File: src/rtl/pipe_ctrl_pkg.sv
// Shared definitions for the pipeline front-end control blocks.
package pipe_ctrl_pkg;

  typedef enum logic [1:0] {
    RUN    = 2'd0,
    STALL  = 2'd1,
    HALTED = 2'd2
  } ctrl_state_t;

  localparam int          REG_ADDR_W = 5;
  localparam logic [31:0] NOP_INST   = 32'h0;
  localparam int          PC_STEP    = 4;

endpackage

File: src/rtl/hazard_detect.sv
// Load-use comparator: a load in ID/EX whose destination feeds the IF/ID instruction.
module hazard_detect #(
  parameter int REG_ADDR_W = pipe_ctrl_pkg::REG_ADDR_W
) (
  input  logic                  mem_read,
  input  logic [REG_ADDR_W-1:0] rd,
  input  logic [REG_ADDR_W-1:0] rs1,
  input  logic [REG_ADDR_W-1:0] rs2,
  input  logic                  uses_rs2,
  output logic                  hazard
);
  import pipe_ctrl_pkg::*;

  // x0 is hard-wired to zero, so a load into it never creates a dependency.
  assign hazard = mem_read & (rd != '0) &
                  ((rd == rs1) | (uses_rs2 & (rd == rs2)));

endmodule

File: src/rtl/fetch_hazard_ctrl.sv
// Front-end controller: PC register, branch redirect, load-use stall and halt
// sequencing, with a saturating stall-cycle counter.
module fetch_hazard_ctrl #(
  parameter int INS_ADDRESS = 9,
  parameter int REG_ADDR_W  = pipe_ctrl_pkg::REG_ADDR_W,
  parameter int LOAD_LAT    = 1,
  parameter int CNT_W       = 16
) (
  input  logic                   clk,
  input  logic                   rst,
  input  logic                   ex_br_taken,
  input  logic [INS_ADDRESS-1:0] ex_br_target,
  input  logic                   idex_mem_read,
  input  logic [REG_ADDR_W-1:0]  idex_rd,
  input  logic [REG_ADDR_W-1:0]  ifid_rs1,
  input  logic [REG_ADDR_W-1:0]  ifid_rs2,
  input  logic                   ifid_uses_rs2,
  input  logic                   halt_req,
  output logic [INS_ADDRESS-1:0] pc,
  output logic                   ifid_en,
  output logic                   ifid_flush,
  output logic                   idex_bubble,
  output logic                   halted,
  output logic [CNT_W-1:0]       stall_count
);
  import pipe_ctrl_pkg::*;

  localparam int             LAT_W  = 4;
  localparam logic [LAT_W-1:0] LAT_M1 = LAT_W'(LOAD_LAT - 1);

  ctrl_state_t            state, state_n;
  logic [INS_ADDRESS-1:0] pc_n, pc_seq;
  logic [LAT_W-1:0]       cnt, cnt_n;
  logic [CNT_W-1:0]       stall_count_n;
  logic                   hazard;
  logic                   stall_cycle;

  hazard_detect #(
    .REG_ADDR_W(REG_ADDR_W)
  ) u_hazard_detect (
    .mem_read(idex_mem_read),
    .rd      (idex_rd),
    .rs1     (ifid_rs1),
    .rs2     (ifid_rs2),
    .uses_rs2(ifid_uses_rs2),
    .hazard  (hazard)
  );

  // Natural overflow of the adder gives the 508 -> 0 wrap.
  assign pc_seq = pc + INS_ADDRESS'(PC_STEP);

  always_ff @(posedge clk) begin
    if (!rst) begin
      state       <= RUN;
      pc          <= '0;
      cnt         <= '0;
      stall_count <= '0;
    end else begin
      state       <= state_n;
      pc          <= pc_n;
      cnt         <= cnt_n;
      stall_count <= stall_count_n;
    end
  end

  always_comb begin
    state_n     = state;
    pc_n        = pc;
    cnt_n       = cnt;
    stall_cycle = 1'b0;
    case (state)
      HALTED: ;
      default: begin
        if (ex_br_taken) begin
          state_n = RUN;
          pc_n    = ex_br_target;
          cnt_n   = '0;
        end else if (state == STALL) begin
          // Hazard is not re-evaluated here; the load is already past ID/EX.
          stall_cycle = 1'b1;
          cnt_n       = cnt - 1'b1;
          if (cnt == LAT_W'(1)) state_n = RUN;
        end else if (hazard) begin
          stall_cycle = 1'b1;
          if (LOAD_LAT > 1) begin
            state_n = STALL;
            cnt_n   = LAT_M1;
          end
        end else if (halt_req) begin
          state_n = HALTED;
        end else begin
          pc_n = pc_seq;
        end
      end
    endcase
    stall_count_n = (stall_cycle && (stall_count != '1)) ? stall_count + 1'b1
                                                          : stall_count;
  end

  always_comb begin
    ifid_en     = 1'b0;
    ifid_flush  = 1'b0;
    idex_bubble = 1'b0;
    if (!rst) begin
      ifid_flush  = 1'b1;
      idex_bubble = 1'b1;
    end else if (state == HALTED) begin
      ifid_flush = 1'b1;
    end else if (ex_br_taken) begin
      ifid_flush  = 1'b1;
      idex_bubble = 1'b1;
    end else if ((state == STALL) || hazard) begin
      idex_bubble = 1'b1;
    end else if (halt_req) begin
      // Fetch freezes from the halt cycle on; IF/ID is fed a NOP.
      ifid_flush = 1'b1;
    end else begin
      ifid_en = 1'b1;
    end
  end

  assign halted = (state == HALTED);

endmodule

File: config.mk
export PLATFORM = sky130hd
export DESIGN_NAME = fetch_hazard_ctrl
export DESIGN_NICKNAME = d
export VERILOG_FILES = /design/src/rtl/pipe_ctrl_pkg.sv /design/src/rtl/hazard_detect.sv /design/src/rtl/fetch_hazard_ctrl.sv
export SDC_FILE = /design/constraint.sdc
export NUM_CORES = 1
export LEC_CHECK = 0
export ABC_AREA = 1
export CAP_MARGIN = 10
export CORE_UTILIZATION = 49
export DETAILED_ROUTE_END_ITERATION = 6
export PLACE_DENSITY = 0.94
export SLEW_MARGIN = 15
export SYNTH_ARGS = -nofsm -noshare
export SYNTH_HDL_FRONTEND = slang
export SYNTH_SLANG_ARGS = --single-unit
File: constraint.sdc
create_clock -name clk -period 4.7 [get_ports clk]
set_input_delay 1.41 -clock clk [delete_from_list [all_inputs] [get_ports clk]]
set_output_delay 1.41 -clock clk [all_outputs]
set_load 0.1 [all_outputs]
== Word-level counts from Yosys, hierarchy flattened ==
Index checks and enable logic that the tools add are counted.

* Register bits after elaboration: 31
* Output and inout port bits: 29
* Logic and storage cells: 60

* $add $sub $neg: 3
* Equality and inequality tests: 11
* Mux-type cells: 29
* Bitwise gates (word level): 5
* Reduce and logical (&&, ||, !) cells: 8

{| class="wikitable"
|+ Operator list
! operator !! number
|-
| $mux W9 || 4
|-
| $mux W1 || 18
|-
| $add A16 B1 Y16 const B || 1
|-
| $ne A16 B16 Y1 const B || 1
|-
| $eq A5 B5 Y1 || 2
|-
| $mux W2 || 5
|-
| $add A9 B3 Y9 const B || 1
|-
| $mux W4 || 2
|-
| $reduce_and A4 Y1 || 2
|-
| $ne A2 B2 Y1 const B || 3
|-
| $reduce_bool A5 Y1 || 1
|-
| $eq A4 B1 Y1 const B || 1
|-
| $sub A4 B1 Y4 const B || 1
|-
| $and A1 B1 Y1 || 3
|-
| $ne A3 B2 Y1 const B || 1
|-
| $ne A3 B3 Y1 const B || 1
|-
| $reduce_bool A3 Y1 || 1
|-
| $eq A2 B1 Y1 const B || 1
|-
| $eq A2 B2 Y1 const B || 1
|-
| $reduce_and A2 Y1 || 1
|-
| $reduce_bool A2 Y1 || 1
|-
| $logic_and A1 B1 Y1 || 1
|-
| $logic_or A1 B1 Y1 || 1
|-
| $not A1 Y1 || 1
|-
| $or A1 B1 Y1 || 1
|}

== Longest topological paths before layout ==
* Word-level depth: 9
* Mapped depth: 12

== Modules after synthesis ==
Synthesis repeated with hierarchy kept, for this count alone.

* Cell total of the unflattened synthesis: 299
* Area, all modules: 1746.7 um^2

{| class="wikitable"
|+ By module, submodules not included
! module !! instances !! cells each !! area each (um^2) !! sequential area each (um^2)
|-
| fetch_hazard_ctrl || 1 || 247 || 1540.2 || 520.5
|-
| hazard_detect || 1 || 52 || 206.4 || 0.0
|}

== Worst setup path before layout ==
No wires, ideal clock.

* Kind: in2out
* From: in idex_rd[3]
* To: out ifid_en
* Arrival time: 3.966 ns
* Slack: -0.676 ns
* Stages: 7
* Path buffers: 0
* Cell sequence: nor3_1 > nand3_1 > nand2_1 > inv_1 > nand2_1 > nand2_1 > nor3_1

* Longest elaborated chain between the ends: 9
* Elaborated cells between the ends (all ways): 12

{| class="wikitable"
|+ RTL lines
! element !! line !! source
|-
| start, declared || fetch_hazard_ctrl.sv:14 || <nowiki>input logic [REG_ADDR_W-1:0] idex_rd,</nowiki>
|-
| $eq A5 B5 Y1 || hazard_detect.sv:16 || <nowiki>((rd == rs1) | (uses_rs2 & (rd == rs2)));</nowiki>
|-
| $and A1 B1 Y1 || hazard_detect.sv:16 ||
|-
| $or A1 B1 Y1 || hazard_detect.sv:16 ||
|-
| $and A1 B1 Y1 (*) || hazard_detect.sv:15 || <nowiki>assign hazard = mem_read & (rd != '0) &</nowiki>
|-
| $logic_or A1 B1 Y1 (*) || fetch_hazard_ctrl.sv:112 || <nowiki>end else if ((state == STALL) || hazard) begin</nowiki>
|-
| $mux W1 (*) || fetch_hazard_ctrl.sv:112 ||
|-
| $mux W1 (*) || fetch_hazard_ctrl.sv:109 || <nowiki>end else if (ex_br_taken) begin</nowiki>
|-
| $mux W1 (*) || fetch_hazard_ctrl.sv:107 || <nowiki>end else if (state == HALTED) begin</nowiki>
|-
| $mux W1 (*) || fetch_hazard_ctrl.sv:104 || <nowiki>if (!rst) begin</nowiki>
|-
| end, declared || fetch_hazard_ctrl.sv:20 || <nowiki>output logic ifid_en,</nowiki>
|}

Every way passes the cells marked *; elsewhere a longest branch is shown, timed or not.

== Worst setup path in the final report ==
* From: in idex_rd[0]
* To: out ifid_flush

* Longest elaborated chain between the ends: 9
* Elaborated cells between the ends (all ways): 12

{| class="wikitable"
|+ RTL lines
! element !! line !! source
|-
| $eq A5 B5 Y1 || hazard_detect.sv:16 ||
|-
| $and A1 B1 Y1 || hazard_detect.sv:16 ||
|-
| $or A1 B1 Y1 || hazard_detect.sv:16 ||
|-
| $and A1 B1 Y1 (*) || hazard_detect.sv:15 ||
|-
| $logic_or A1 B1 Y1 (*) || fetch_hazard_ctrl.sv:112 ||
|-
| $mux W1 (*) || fetch_hazard_ctrl.sv:112 ||
|-
| $mux W1 (*) || fetch_hazard_ctrl.sv:109 ||
|-
| $mux W1 (*) || fetch_hazard_ctrl.sv:107 ||
|-
| $mux W1 (*) || fetch_hazard_ctrl.sv:104 ||
|-
| end, declared || fetch_hazard_ctrl.sv:21 || <nowiki>output logic ifid_flush,</nowiki>
|}

Marked as above.

==> results.md <==
- CTS root buffer: clkbuf_4
- Syn avg cell area: between 6 and 7 µm²
- Placement Setup Slack: around 0.3 ns
- Clock slew at reported path FFs: roughly 0.13 ns
- Routed Antenna Nets: 0
- CTS tree: yes
- Final setup vio count: 0
- RSZ-0062 raised after global routing: no
- Vias per inst: 5.10
- Worst skew pair latency: between 0.3 and 0.4 ns
- Max-Cap Viols: 0
- First-pass iteration count of the detailed router: 4
- Layout Utilization: 72.4%
- Die Y: 62.2 µm
- Critical Path Start: idex_rd[0]
- Register area share after synthesis: about 30%
- Num ports: 59
- CP endpoint kind: output port
- Most frequent cells in the layout: 87 x nand2_1, 55 x clkdlybuf4s50_1, 47 x nor2_1, 34 x inv_1, 33 x nand3_1
- Most common cell after layout, fill and taps aside: nand2_1
- Max Clk Rate: approximately 0.23 GHz
- Worst vdd rail ir drop: between 100 and 150 µV
- Hpwl dp: 3.29 mm
- Vias in the first global route: roughly 1900
- Clock Tree Buf Depth: 2
- Wire per inst: 10.8 µm
- Critical Path Most Common Cell: nand2_1
- Slew margin rel.: roughly a third
- Area grow syn2layout: 38.3%
- Sw Ratio: between 30% and 40%
- Synth cell types: 28
- Sequential Power Share: around two fifths
- Hold Crit Class: reg -> reg
- Fillcell total: 258
- Fin crit period: approximately 4.4 ns
- Diodes inserted: 0
- Final std cells w/o fill: between 300 and 400
- Synthesized cell area: 1770 µm²
- Status: completed
- Critical Path Start Type: input pin
- Core area: ~3400 µm²
- Sum of negative setup slack: 0 ns
- CP peak stage delay: 0.53 ns
- Die width: approximately 62 µm
- Global-route wire length before repair: between 7 and 8 mm
- Nets: 382
- Ys Warns: 0
- Post-Route M1 WL: ~1.8 mm
- Gp weighted congestion: approximately 0.84
- Clock Skews: 0.0142 ns
- Worst endpoint required time: 3.29 ns
- Antenna violations before repair: 0
- Net Sw Power: slightly above 0.2 mW
- Clock sink total: 26
- Worst-path cell chain: clkdlybuf4s50_1 > inv_2 > nand2_1 > nand2_1 > nor2_1 > nand3_1 > nand2_2 > nand2_1 > a211oi_1 > inv_1 > buf_12
- Crit path DAT: slightly below 3 ns
- PortBufs: 58
- Hold Buf Count CTS: 0
- Hold Path Origin: pc[1]$_SDFFE_PN0P_
- Wire length on met2: between 2 and 2.5 mm
- Worst slew pin tran: roughly 1 ns
- Cts repair resizes: 0
- GRT Overall Usage: 23.6%
- Int Power: about 0.38 mW
- Residual DRC count: 0
- Placed cells: around 390
- Routed WL: roughly 4.3 mm
- FF+latch count, synth: 26
- Slowest CP cell: clkdlybuf4s50_1
- Initial drt markers: ~130
- CP max FO: 4
- Worst r2r src: stall_count[0]$_SDFFE_PN0P_
- Largest net degree at the start of global routing: 30
- Die ar.: slightly below 4000 µm²
- Vias: 2016
- Fin. max-slew vios: 0
- Gr ovfl total: 0
- Setup CP Type: in -> out
- Starting Density: a little over half
- Final WS setup: around 0.31 ns
- CTS Buf Count: 3
- Met3 WL: ~200 µm
- Layout cells sized above 1: 9.46%
- Power Dens Cells: 236 nW/µm²
- H-tree depth: 1
- Synthesized instance count: ~290
- Final Hold Fails: 0
- Clock power frac: 26.9%
- Top Layer Used: met4
- Reported leakage power: 1.11 nW
- Std-Cell Rows: 21
- Total Power: ~0.58 mW
- Final worst path period share: between 90 and 100%
- Synth Net Count: between 300 and 400
- Post CTS Setup Buffer Count: 0
- Logic pwr share: 31.9%
## worst paths after layout
check | cells past startpoint | slack (ns) | end
max reg2reg | 11 | 2.88 | stall_count[14]$_SDFFE_PN0P_
min | 2 | 0.48 | pc[1]$_SDFFE_PN0P_
max | 11 | 0.31 | ifid_flush
min reg2reg | 2 | 0.48 | pc[1]$_SDFFE_PN0P_
## worst max-delay path: cells and delay by family
family                 cells  cell delay (ns)
AO/OA/AOI/OAI              1             0.21
buffers and inverters      4             0.85
AND/OR/NAND/NOR            6             0.51
## registers in the layout, indices dropped and copies added (netlist names)
signal,count
pc,9
stall_count,16
state,1
## synth_stat cells
cell | instances | share of area [%]
nor3b_1 | 1 | 0.42
o31ai_1 | 1 | 0.42
nor2_2 | 3 | 1.1
nand3_1 | 33 | 9.3
nor3_1 | 5 | 1.4
nor2_4 | 1 | 0.64
nand2_2 | 1 | 0.35
nand4_1 | 7 | 2.5
buf_12 | 1 | 1.1
a211oi_1 | 1 | 0.42
nand2_1 | 87 | 18
buf_6 | 1 | 0.64
a21oi_2 | 10 | 4.9
buf_1 | 3 | 0.64
nand3_4 | 1 | 0.99
nor2_1 | 47 | 10
o21ai_0 | 3 | 0.85
inv_1 | 34 | 7.2
clkinv_1 | 1 | 0.21
ha_1 | 2 | 1.4
a21oi_1 | 10 | 2.8
o21a_1 | 1 | 0.42
xnor2_1 | 3 | 1.5
inv_2 | 6 | 1.3
buf_2 | 3 | 0.85
nand4_2 | 1 | 0.71
clkbuf_1 | 1 | 0.21
dfxtp_1 | 26 | 29
## metal layers
layer,GRT usage (%),vias up
li1,-,1039
met1,26.8,899
met2,43.5,71
met3,3.49,7
met4,10.2,0
met5,0,-
## power groups by stage
stage	clock [mW]	sequential, mW	combinational (mW)
global route	0.170	0.240	0.199
CTS	0.158	0.238	0.186
finish	0.156	0.238	0.185
global placement	0	0.243	0.181
detailed placement	0	0.243	0.185
floorplan	0	0.301	0.0661
## layout make-up
class | instances | area [µm²] | area share, %
tap | 46 | 57.6 | 2.35
multi-input combinational | 218 | 1040 | 42.5
clock inverter | 1 | 30.0 | 1.22
clock buffer | 3 | 22.5 | 0.918
timing repair buffer | 60 | 626 | 25.5
inverter | 41 | 154 | 6.28
sequential | 26 | 520 | 21.2
## per-stage QoR
step	hold slack (ns)	area, µm²
after global placement	0.460	2400
final	0.481	2450
after floorplan	0.923	1780
after global routing	0.520	2450
after detailed placement	0.465	2400
after CTS	0.483	2450
## kinds of logic after synthesis
logic type      Yosys count  synth area share [%]
buf+inv                  50                  12.1
flops                    26                  29.4
simple gates            187                  45.7
compound gates           26                  9.88
fa+ha+maj                 2                  1.41
xor+xnor                  3                  1.48
No activity file was read; power rests on OpenSTA's default activity.
